$ cat src/rtl/vga_timing_gen.sv
// Purpose : 640x480@60 VGA raster timing: pixel strobe, DAC clock, coords, syncs, blank, frame strobe/count.
// Latency : every raster output is registered and decoded from next-state counters, so all change on the same edge.
// Backpress: none; free-running raster, synchronous active-low reset parks it on the last pixel of a frame.
//
// Ports:
//   clk           system clock
//   rst           synchronous reset, active-low
//   pix_en        one-clk pixel strobe every CLK_DIV clks; raster advances on that edge
//   VGA_CLK       DAC pixel clock (low right after an advance, rises mid-pixel)
//   VGA_HS/VGA_VS active-low syncs
//   VGA_BLANK_N   low outside active video
//   VGA_SYNC_N    composite sync to DAC, tied low
//   x, y          raster position
//   active_pixels inside the visible area
//   frame_done    one-clk pulse on entry to vertical blanking
//   frame_count   frames completed, wraps at 256
module vga_timing_gen #(
    parameter int CLK_DIV  = 2,
    parameter int H_ACTIVE = 640,
    parameter int H_FP     = 16,
    parameter int H_SYNC   = 96,
    parameter int H_BP     = 48,
    parameter int V_ACTIVE = 480,
    parameter int V_FP     = 10,
    parameter int V_SYNC   = 2,
    parameter int V_BP     = 33
) (
    input  logic       clk,
    input  logic       rst,
    output logic       pix_en,
    output logic       VGA_CLK,
    output logic       VGA_HS,
    output logic       VGA_VS,
    output logic       VGA_BLANK_N,
    output logic       VGA_SYNC_N,
    output logic [9:0] x,
    output logic [9:0] y,
    output logic       active_pixels,
    output logic       frame_done,
    output logic [7:0] frame_count
);

    localparam int H_TOTAL = H_ACTIVE + H_FP + H_SYNC + H_BP;
    localparam int V_TOTAL = V_ACTIVE + V_FP + V_SYNC + V_BP;
    localparam int DIV_W   = $clog2(CLK_DIV);

    localparam logic [DIV_W-1:0] DIV_LAST = DIV_W'(CLK_DIV - 1);
    localparam logic [DIV_W-1:0] DIV_HALF = DIV_W'(CLK_DIV / 2);

    localparam logic [9:0] H_LAST    = 10'(H_TOTAL - 1);
    localparam logic [9:0] V_LAST    = 10'(V_TOTAL - 1);
    localparam logic [9:0] H_ACT     = 10'(H_ACTIVE);
    localparam logic [9:0] V_ACT     = 10'(V_ACTIVE);
    localparam logic [9:0] HS_START  = 10'(H_ACTIVE + H_FP);
    localparam logic [9:0] HS_END    = 10'(H_ACTIVE + H_FP + H_SYNC);
    localparam logic [9:0] VS_START  = 10'(V_ACTIVE + V_FP);
    localparam logic [9:0] VS_END    = 10'(V_ACTIVE + V_FP + V_SYNC);

    logic [DIV_W-1:0] div;
    logic [DIV_W-1:0] div_nxt;
    logic [9:0]       x_nxt;
    logic [9:0]       y_nxt;
    logic             hs_nxt;
    logic             vs_nxt;
    logic             act_nxt;
    logic             enter_vblank;

    assign VGA_SYNC_N = 1'b0;

    // Next-state counters; every registered output is decoded from these so
    // coordinates and syncs always describe the same pixel.
    always_comb begin
        pix_en  = (div == DIV_LAST);
        div_nxt = pix_en ? '0 : div + 1'b1;
        x_nxt   = x;
        y_nxt   = y;
        if (pix_en) begin
            if (x == H_LAST) begin
                x_nxt = '0;
                y_nxt = (y == V_LAST) ? '0 : y + 10'd1;
            end else begin
                x_nxt = x + 10'd1;
            end
        end
        hs_nxt  = !((x_nxt >= HS_START) && (x_nxt < HS_END));
        vs_nxt  = !((y_nxt >= VS_START) && (y_nxt < VS_END));
        act_nxt = (x_nxt < H_ACT) && (y_nxt < V_ACT);
        // Gate with pix_en: without it the raster sits on (0,V_ACTIVE) for
        // CLK_DIV clks and the strobe would stretch.
        enter_vblank = pix_en && (x_nxt == '0) && (y_nxt == V_ACT);
    end

    always_ff @(posedge clk) begin
        if (!rst) begin
            div           <= '0;
            x             <= H_LAST;
            y             <= V_LAST;
            VGA_CLK       <= 1'b0;
            VGA_HS        <= 1'b1;
            VGA_VS        <= 1'b1;
            VGA_BLANK_N   <= 1'b0;
            active_pixels <= 1'b0;
            frame_done    <= 1'b0;
            frame_count   <= '0;
        end else begin
            div           <= div_nxt;
            x             <= x_nxt;
            y             <= y_nxt;
            VGA_CLK       <= (div_nxt >= DIV_HALF);
            VGA_HS        <= hs_nxt;
            VGA_VS        <= vs_nxt;
            VGA_BLANK_N   <= act_nxt;
            active_pixels <= act_nxt;
            frame_done    <= enter_vblank;
            if (enter_vblank) begin
                frame_count <= frame_count + 8'd1;
            end
        end
    end

endmodule

$ cat config.mk
export PLATFORM = sky130hd
export DESIGN_NAME = vga_timing_gen
export DESIGN_NICKNAME = d
export VERILOG_FILES = /design/src/rtl/vga_timing_gen.sv
export SDC_FILE = /design/constraint.sdc
export NUM_CORES = 1
export LEC_CHECK = 0
export ABC_AREA = 1
export CORE_MARGIN = 2
export CORE_UTILIZATION = 56
export DETAILED_ROUTE_END_ITERATION = 10
export PLACE_DENSITY_LB_ADDON = 0.1
export SLEW_MARGIN = 0
export SYNTH_ARGS = -nofsm -noshare
export SYNTH_HDL_FRONTEND = slang
export SYNTH_SLANG_ARGS = --single-unit
$ cat constraint.sdc
create_clock -name clk -period 4.47 [get_ports clk]
set_input_delay 0.894 -clock clk [delete_from_list [all_inputs] [get_ports clk]]
set_output_delay 0.894 -clock clk [all_outputs]
set_load 0.02 [all_outputs]
* After elaboration in Yosys (flattened, before gate mapping)
Cells that the tools add are included.
** Cells by class
- Add/sub/neg operators :: 4
- Multipliers :: 0
- Div/mod/pow operators :: 0
- Magnitude comparators :: 7
- Equality and inequality tests :: 3
- Shifts and indexed selects :: 0
- Multiplexer cells :: 6
- Bitwise logic cells :: 0
- Reductions and logical operators :: 8
** Operator list (number)
- 2-to-1 mux 10 bit :: 5
- adder 10 x 1 -> 10 bit, second input constant :: 2
- == test 10 bit, second input constant :: 2
- < comparator 10 bit, second input constant :: 2
- < comparator 10 x 9 -> 1 bit, second input constant :: 2
- == test 10 x 9 -> 1 bit, second input constant :: 1
- >= comparator 10 bit, second input constant :: 1
- >= comparator 10 x 9 -> 1 bit, second input constant :: 1
- logical NOT 10 bit :: 1
- adder 8 x 1 -> 8 bit, second input constant :: 1
- logical AND 1 bit :: 5
- logical NOT 1 bit :: 2
- adder 1 bit, second input constant :: 1
- >= comparator 1 bit, second input constant :: 1
- 2-to-1 mux 1 bit :: 1
** Storage, ports and cells
- Register bits :: 34
- Latch bits :: 0
- Memory bits (writable) :: 0
- ROM bits :: 0
- Input bits :: 2
- Output and inout bits :: 36
- Word-level logic and storage cells :: 37
- Memories kept :: 0

* Logic depth before layout (Yosys ltp)
Gate-level depths: netlist (run 1).
- Depth in word-level cells :: 7
- Mapped depth :: 16
- Depth with buffers taken out :: 15

* Worst setup path after synthesis (run 1)
Ideal clock, no wire load.
- Kind :: reg2reg
- Start point :: register x[1]
- End point :: register frame_count[5]
- Setup time :: 132 ps
- Arrival time :: 2013 ps
- Required time :: 4338 ps
- Path slack :: 2325 ps
- Stages on the path, launching flop included :: 13
- Path buffers :: 0
- Clock period less this slack :: 2145 ps
- Cells stage by stage :: dfxtp_1 ha_1 nand2_1 nor2_1 nand2_1 xor2_1 nand2_1 nor2_1 nand3_2 nor2_8 nand3_4 nand2_1 a21oi_1
** On the way
- Word-level cells in the longest chain between the ends :: 6
- Elaborated cells on any way between the ends :: 10
- Classes of those cells :: 1 x add/sub; 2 x eq/ne; 4 x mux; 3 x reduce/logical
** RTL lines
- start: declaration :: line 36 : output logic [9:0] x,
- start signal: assignment :: line 107 : x <= x_nxt;
- adder 10 x 1 -> 10 bit or == test 10 bit (tied branches) :: line 82, 78
- 2-to-1 mux 10 bit :: line 78 : if (x == H_LAST) begin
- 2-to-1 mux 10 bit :: line 77 : if (pix_en) begin
- logical NOT 10 bit :: line 90 : enter_vblank = pix_en && (x_nxt == '0) && (y_nxt == V_ACT);
- logical AND 1 bit :: line 90
- logical AND 1 bit * :: line 90
- end signal: assignment :: line 116 : frame_count <= frame_count + 8'd1;
- end: declaration :: line 40 : output logic [7:0] frame_count
Every way passes the cells marked *; elsewhere a longest branch is shown, timed or not.
A chain may end at the register's enable or synchronous reset.

* Final worst setup path (run 1)
- Start point :: register VGA_CLK
- End point :: output port VGA_CLK
** RTL lines
- start: declaration :: line 31 : output logic VGA_CLK,
- start signal: assignment :: line 109 : VGA_CLK <= (div_nxt >= DIV_HALF);
No word-level cell between the ends.

==> out/results.tsv, run 1 <==
stage	metric	value	unit
run_status	status	complete, no violations	
global_routing	initial antenna violation count	0	
logic_synthesis	average size of a mapped cell	6.743	sq um
logic_synthesis	Syn Inst Count	308	
logic_synthesis	flops & latches, synth	33	
worst_setup_path	CP max stage delay	820	ps
timing	Worst Max-Slew Pin Slew	771.5	ps
logic_synthesis	sequential area share after synthesis	31.81	%
worst_setup_path	Crit Path Class	flip-flop to primary output	
timing	final setup fails	0	
global_routing	largest net degree at the start of global routing	21	
power_and_ir_drop	peak supply drop	0.1828	mV
power_and_ir_drop	Final Power	0.8791	mW
logic_synthesis	Yosys warning total	0	
timing	Max-slew headroom	48.49	%
place	Final HPWL DP	3562	um
timing	Final Hold Viols	0	
layout	share of cells above drive strength 1	11.95	%
routing	WL final	4767	um
global_routing	grt ovf	0	
floorplanning	Die ar.	4212	sq um
worst_setup_path	Worst EP arrival	1850	ps
floorplanning	overall die height	64.90	um
place	IO buf count	36	
layout	nets	348	
layout	area growth from synthesis to layout	23.07	%
routing	via count	2012	
timing	Achievable Freq	364.4	MHz
worst_setup_path	crit-path max FO	20	
place	RD Place Congestion	0.9272	
global_routing	first-pass GRT wire length	7990	um
cts	CTS Buf Count	5	
cts	H-tree Lvls	2	
timing	crit share post-route	61.39	%
global_routing	GRT Util Overall	24.26	%
worst_setup_path	CP Launch Type	flip-flop	
power_and_ir_drop	P_leak	1.198	nW
worst_setup_path	WP buf/inv	1	
floorplanning	Initial Util	57.60	%
cts	clock sink total	33	
worst_setup_path	WP depth	1	
floorplanning	io pins	38	
timing	Slew Limit Fails	0	
logic_synthesis	Synth cell types	33	
hold_path	min-delay worst type	flip-flop to flip-flop	
hold_path	Min-Delay Path Depth	2	
timing	hold slack	497.7	ps
worst_setup_path	CP delay by family, top	flip-flops	
timing	RSZ-0062 raised after global routing	no	
routing	vias per cell	5.146	
timing	minimum clock period	2744	ps
cts	cts repair resizes	0	
routing	Routed Antenna Nets	0	
layout	ant diodes	0	
worst_setup_path	Critical path destination	VGA_CLK	
logic_synthesis	top cell type's share of synthesized area	31.81	%
cts	hold_buf cts	0	
worst_setup_path	reg-to-reg endpoint	frame_count[2]	
timing	Total Neg Setup Slack	0	ps
place	Inst Count DP	383	
logic_synthesis	Synthesized Nets	314	
layout	Finished Layout Cells	391	
cts	Max Buffers Root-to-Sink	2	
worst_setup_path	R2R depth	11	
floorplanning	chip width	64.90	um
flow_run	max cap viols	0	
worst_setup_path	r2r setup slk	1760	ps
timing	setup ws final	1726	ps
routing	Initial DRC Count	207	
logic_synthesis	post-synth top area cell	dfxtp_1	
floorplanning	core area	3606	sq um
logic_synthesis	Netlist Area Pre-Place	2077	sq um
floorplanning	cell row count	22	
routing	average wire per standard cell	12.19	um
worst_setup_path	r2r startpoint	VGA_CLK	
worst_setup_path	Worst Path Required	3580	ps
logic_synthesis	dominant cells by area after synthesis	dfxtp_1, nand2_1, inv_1	
worst_setup_path	CP Launch Point	VGA_CLK	
global_routing	vias in the first global route	1792	
cts	Root Driver	clkbuf_8	
place	pre-CTS WS	1789	ps
cts	CTS tree	built	
worst_setup_path	crit-path cells	clkdlybuf4s50_1	
worst_setup_path	Slowest-stage cell, CP	dfxtp_1	
cts	Worst-path clk slew	70	ps
timing	skew final	4.545	ps
routing	Post-route DRC	0	
power_and_ir_drop	Pwr per Cell Area	343.9	nW/um^2
routing	Initial DRT Pass Iterations	4	
cts	postcts setup bufs	0	
worst_setup_path	Crit. End Element	primary output	
cts	Worst-Skew Late Latency	290	ps
[cells in the mapped netlist (all sizes together)]
library cell / number
buf: 6
ha: 4
nand2: 97
dfxtp: 33
clkbuf: 3
xnor2: 3
clkinv: 3
o21ai: 4
nor2: 46
nand4: 18
o21bai: 2
nand3: 28
and3: 1
a211o: 1
inv: 37
nor4: 1
xor2: 6
nor3: 3
conb: 1
a21oi: 11
[sequential cells by signal, indices dropped and copies added (netlist names)]
signal and flops:
frame_done 1, VGA_CLK 1, x 10, y 10, active_pixels 1, frame_count 8
VGA_HS 1, VGA_VS 1
[logic make-up (layout without fill, tap and decap cells)]
kind of cell    after synthesis  after routing  share of synthesized area [%]
compound gates               18             18                          4.940
buf+inv                      49             84                          10.24
flops                        33             33                          31.81
other cells                   1              1                         0.1805
xor+xnor                      9              9                          3.795
simple gates                194            194                          46.63
fa+ha+maj                     4              4                          2.410
[layout by cell type, fill, tap and decap left out, types with 5 or more instances in the layout]
cell type / n
nand3_1: 20
nand3_2: 7
nand4_1: 16
inv_1: 34
nor2_2: 9
xor2_1: 6
nand2_1: 92
a21oi_1: 11
clkdlybuf4s50_1: 36
nand2_2: 5
clkbuf_8: 6
dfxtp_1: 33
nor2_1: 33
[how the worst min path moves through the flow]
stage,startpoint,to
2_1_floorplan,frame_count[7],frame_count[7]
3_3_place_gp,frame_count[7],frame_count[7]
3_5_place_dp,frame_count[7],frame_count[7]
4_1_cts,frame_count[7],frame_count[7]
5_1_grt,frame_count[7],frame_count[7]
6_report,frame_count[7],frame_count[7]
[cell type report]
| type | instances | area [sq um] |
|---|---|---|
| multi-input combinational | 226 | 1204 |
| inverter | 40 | 151.4 |
| clock inverter | 2 | 37.54 |
| tap | 48 | 60.06 |
| sequential | 33 | 660.6 |
| clock buffer | 6 | 82.58 |
| timing repair buffer | 36 | 360.3 |
| fill | 328 | 1050 |
[power breakdown]
part	switching (mW)	internal [mW]
Combinational	0.164	0.0832
Clock	0.116	0.181
Sequential	0.0238	0.311
Total	0.304	0.575
[stage by stage]
step | utilization, % | cell area, sq um
floorplan | - | 2077
global route | 70.89 | 2556
finish | 70.89 | 2556
global placement | 67.56 | 2436
CTS | 70.89 | 2556
detailed placement | 67.56 | 2436
[metal layers]
metal  vias to the layer above  track usage (%)  share of wire [%]
met1                       914            31.65                 48
met5                         -                0                  0
li1                       1043                -                  -
met3                         4            4.688                4.6
met2                        51            40.08                 47
met4                         0            7.979               0.88
Note: power is estimated with default switching activity, not from simulation.
==> run 2: changes to the inputs <==
--- a/config.mk
+++ b/config.mk
@@ -7,7 +7,7 @@
 export LEC_CHECK = 0
 export ABC_AREA = 1
 export CORE_MARGIN = 2
-export CORE_UTILIZATION = 56
+export CORE_UTILIZATION = 47
 export DETAILED_ROUTE_END_ITERATION = 10
 export PLACE_DENSITY_LB_ADDON = 0.1
 export SLEW_MARGIN = 0
==> constraint.sdc (replaced) <==
create_clock -name clk -period 2.2 [get_ports clk]
set_input_delay 0.44 -clock clk [delete_from_list [all_inputs] [get_ports clk]]
set_output_delay 0.44 -clock clk [all_outputs]
set_load 0.02 [all_outputs]
==> out/results.tsv, run 2 (synthesis results as in run 1) <==
stage	metric	value	unit
global_routing	first-pass GRT wire length	8500	um
floorplanning	cell row count	24	
power_and_ir_drop	clock group share of total power	26.8	%
place	pre-CTS WS	60.22	ps
timing	Final Hold Viols	0	
layout	Finished Layout Cells	412	
routing	via count	2090	
layout	most frequent cells in the layout	nand2_1, clkdlybuf4s50_1, inv_1, nor2_1, dfxtp_1	
worst_setup_path	crit-path cells	ha_4, nand2_1, inv_2, nand3_2, nor2_4, buf_12, nor2_2, nor2_2, nand2_2, nor2_4, nand3_4, nor2_8, nand3_4, nand2_1, a21oi_1	
power_and_ir_drop	Int Pwr	1.112	mW
worst_setup_path	WP depth	15	
worst_setup_path	CP delay by family, top	simple AND/OR/NAND/NOR gates	
worst_setup_path	Crit Path Class	flip-flop to flip-flop	
worst_setup_path	WP buf/inv	2	
power_and_ir_drop	Comb pwr share	34.9	%
routing	Routed Antenna Nets	0	
run_status	status	complete, no violations	
worst_setup_path	crit-path max FO	11	
worst_setup_path	Crit. End Element	flip-flop	
cts	CTS Buf Count	5	
power_and_ir_drop	Seq pwr share	38.3	%
cts	Worst-Skew Late Latency	290	ps
routing	Initial DRT Pass Iterations	4	
cts	CTS tree	built	
hold_path	Min-Delay Path Depth	2	
floorplanning	core area	4294	sq um
worst_setup_path	R2R depth	15	
global_routing	largest net degree at the start of global routing	16	
cts	Max Buffers Root-to-Sink	2	
routing	WL final	5050	um
cts	hold_buf cts	0	
routing	average wire per standard cell	12.26	um
timing	final setup fails	0	
layout	area growth from synthesis to layout	33.37	%
layout	most common cell after layout, fill and taps aside	nand2_1	
routing	Post-route DRC	0	
floorplanning	Die ar.	4967	sq um
place	Final HPWL DP	3799	um
place	RD Place Congestion	0.8813	
layout	ant diodes	0	
timing	setup ws final	162.8	ps
timing	minimum clock period	2037	ps
timing	RSZ-0062 raised after global routing	yes	
power_and_ir_drop	peak supply drop	0.4184	mV
power_and_ir_drop	P_leak	1.270	nW
worst_setup_path	Worst EP arrival	2220	ps
layout	nets	366	
power_and_ir_drop	net switching fraction of the power	36.90	%
floorplanning	Initial Util	48.37	%
layout	Largest regs	x (10), y (10), frame_count (8)	
routing	Initial DRC Count	100	
floorplanning	io pins	38	
floorplanning	chip width	70.48	um
power_and_ir_drop	Sw Pwr	0.6500	mW
worst_setup_path	Slowest-stage cell, CP	dfxtp_2	
timing	Total Neg Setup Slack	0	ps
global_routing	vias in the first global route	1872	
timing	crit share post-route	92.60	%
power_and_ir_drop	Pwr per Cell Area	635.9	nW/um^2
cts	clock sink total	33	
layout	share of cells above drive strength 1	20.00	%
timing	Slew Limit Fails	0	
cts	H-tree Lvls	2	
cts	Root Driver	clkbuf_8	
routing	vias per cell	5.073	
cts	Worst-path clk slew	70	ps
timing	skew final	6.925	ps
floorplanning	overall die height	70.48	um
place	Inst Count DP	400	
layout	fillers	402	
place	IO buf count	36	
global_routing	GRT Util Overall	21.26	%
hold_path	min-delay worst type	flip-flop to flip-flop	
worst_setup_path	CP Launch Type	flip-flop	
timing	Achievable Freq	490.9	MHz
flow_run	max cap viols	0	
global_routing	initial antenna violation count	0	
global_routing	grt ovf	0	
worst_setup_path	CP max stage delay	350	ps
worst_setup_path	Worst Path Required	2380	ps
==> run 2: cell types whose count changed in the layout (fill, tap and decap cells not counted), sizes merged <==
cell	delta
nand3	+1
nor2	+2
bufinv	-1
buf	+15
==> run 2: area by class of cell <==
class                   instances  area [sq um]  share of cell area, %
multi-input cells             229          1311                  47.34
well taps                      52         65.06                  2.349
clock buffers                   6         82.58                  2.981
clock inverters                 1         7.507                 0.2710
inverters                      40         151.4                  5.465
flip-flops and latches         33         666.9                  24.07
repair buffers                 51         485.5                  17.52
==> run 2: worst register-to-register path, stage by stage (launching register included) <==
cell	delay [ps]
dfxtp_2	350
ha_4	150
nand2_1	70
inv_2	70
nand3_2	90
nor2_4	120
buf_12	140
nor2_2	40
nor2_2	100
nand2_2	70
nor2_4	150
nand3_4	130
nor2_8	190
nand3_4	110
nand2_1	80
a21oi_1	60
==> run 2: stage by stage <==
stage / instance area [sq um] / hold WS [ps] / total power, mW / utilization (%)
after floorplan: 2077 / 529.5 / 1.067 / -
after global placement: 2551 / 482.2 / 1.245 / 59.41
after detailed placement: 2551 / 491.4 / 1.252 / 59.41
after CTS: 2641 / 500.0 / 1.724 / 61.51
after global routing: 2770 / 524.2 / 1.865 / 64.51
final: 2770 / 490.8 / 1.762 / 64.51
==> run 2: power groups by stage <==
stage / clock network [mW] / registers (mW) / logic (mW)
floorplan: 0 / 0.720 / 0.347
global placement: 0 / 0.682 / 0.563
detailed placement: 0 / 0.682 / 0.570
CTS: 0.482 / 0.669 / 0.574
global route: 0.511 / 0.679 / 0.675
finish: 0.472 / 0.674 / 0.616
==> run 2: final timing paths <==
check / from / end / slack, ps
max: x[1] / frame_count[4] / 160
min: frame_count[7] / frame_count[7] / 490
max reg2reg: x[1] / frame_count[4] / 160
min reg2reg: frame_count[7] / frame_count[7] / 490
==> run 2: timing repair <==
action | in CTS | in global routing
hold endpoints to repair | 0 | 0
setup buffers | 0 | 2
gates resized for setup | 0 | 22
setup endpoints to repair | 0 | 9
==> run 2: layer usage <==
layer	GRT usage (%)	routed length, um	up-vias
li1	-	-	1083
met2	32.29	2328	48
met3	4.473	249	11
met1	28.84	2364	948
met4	9.615	108	0
met5	0	0	-
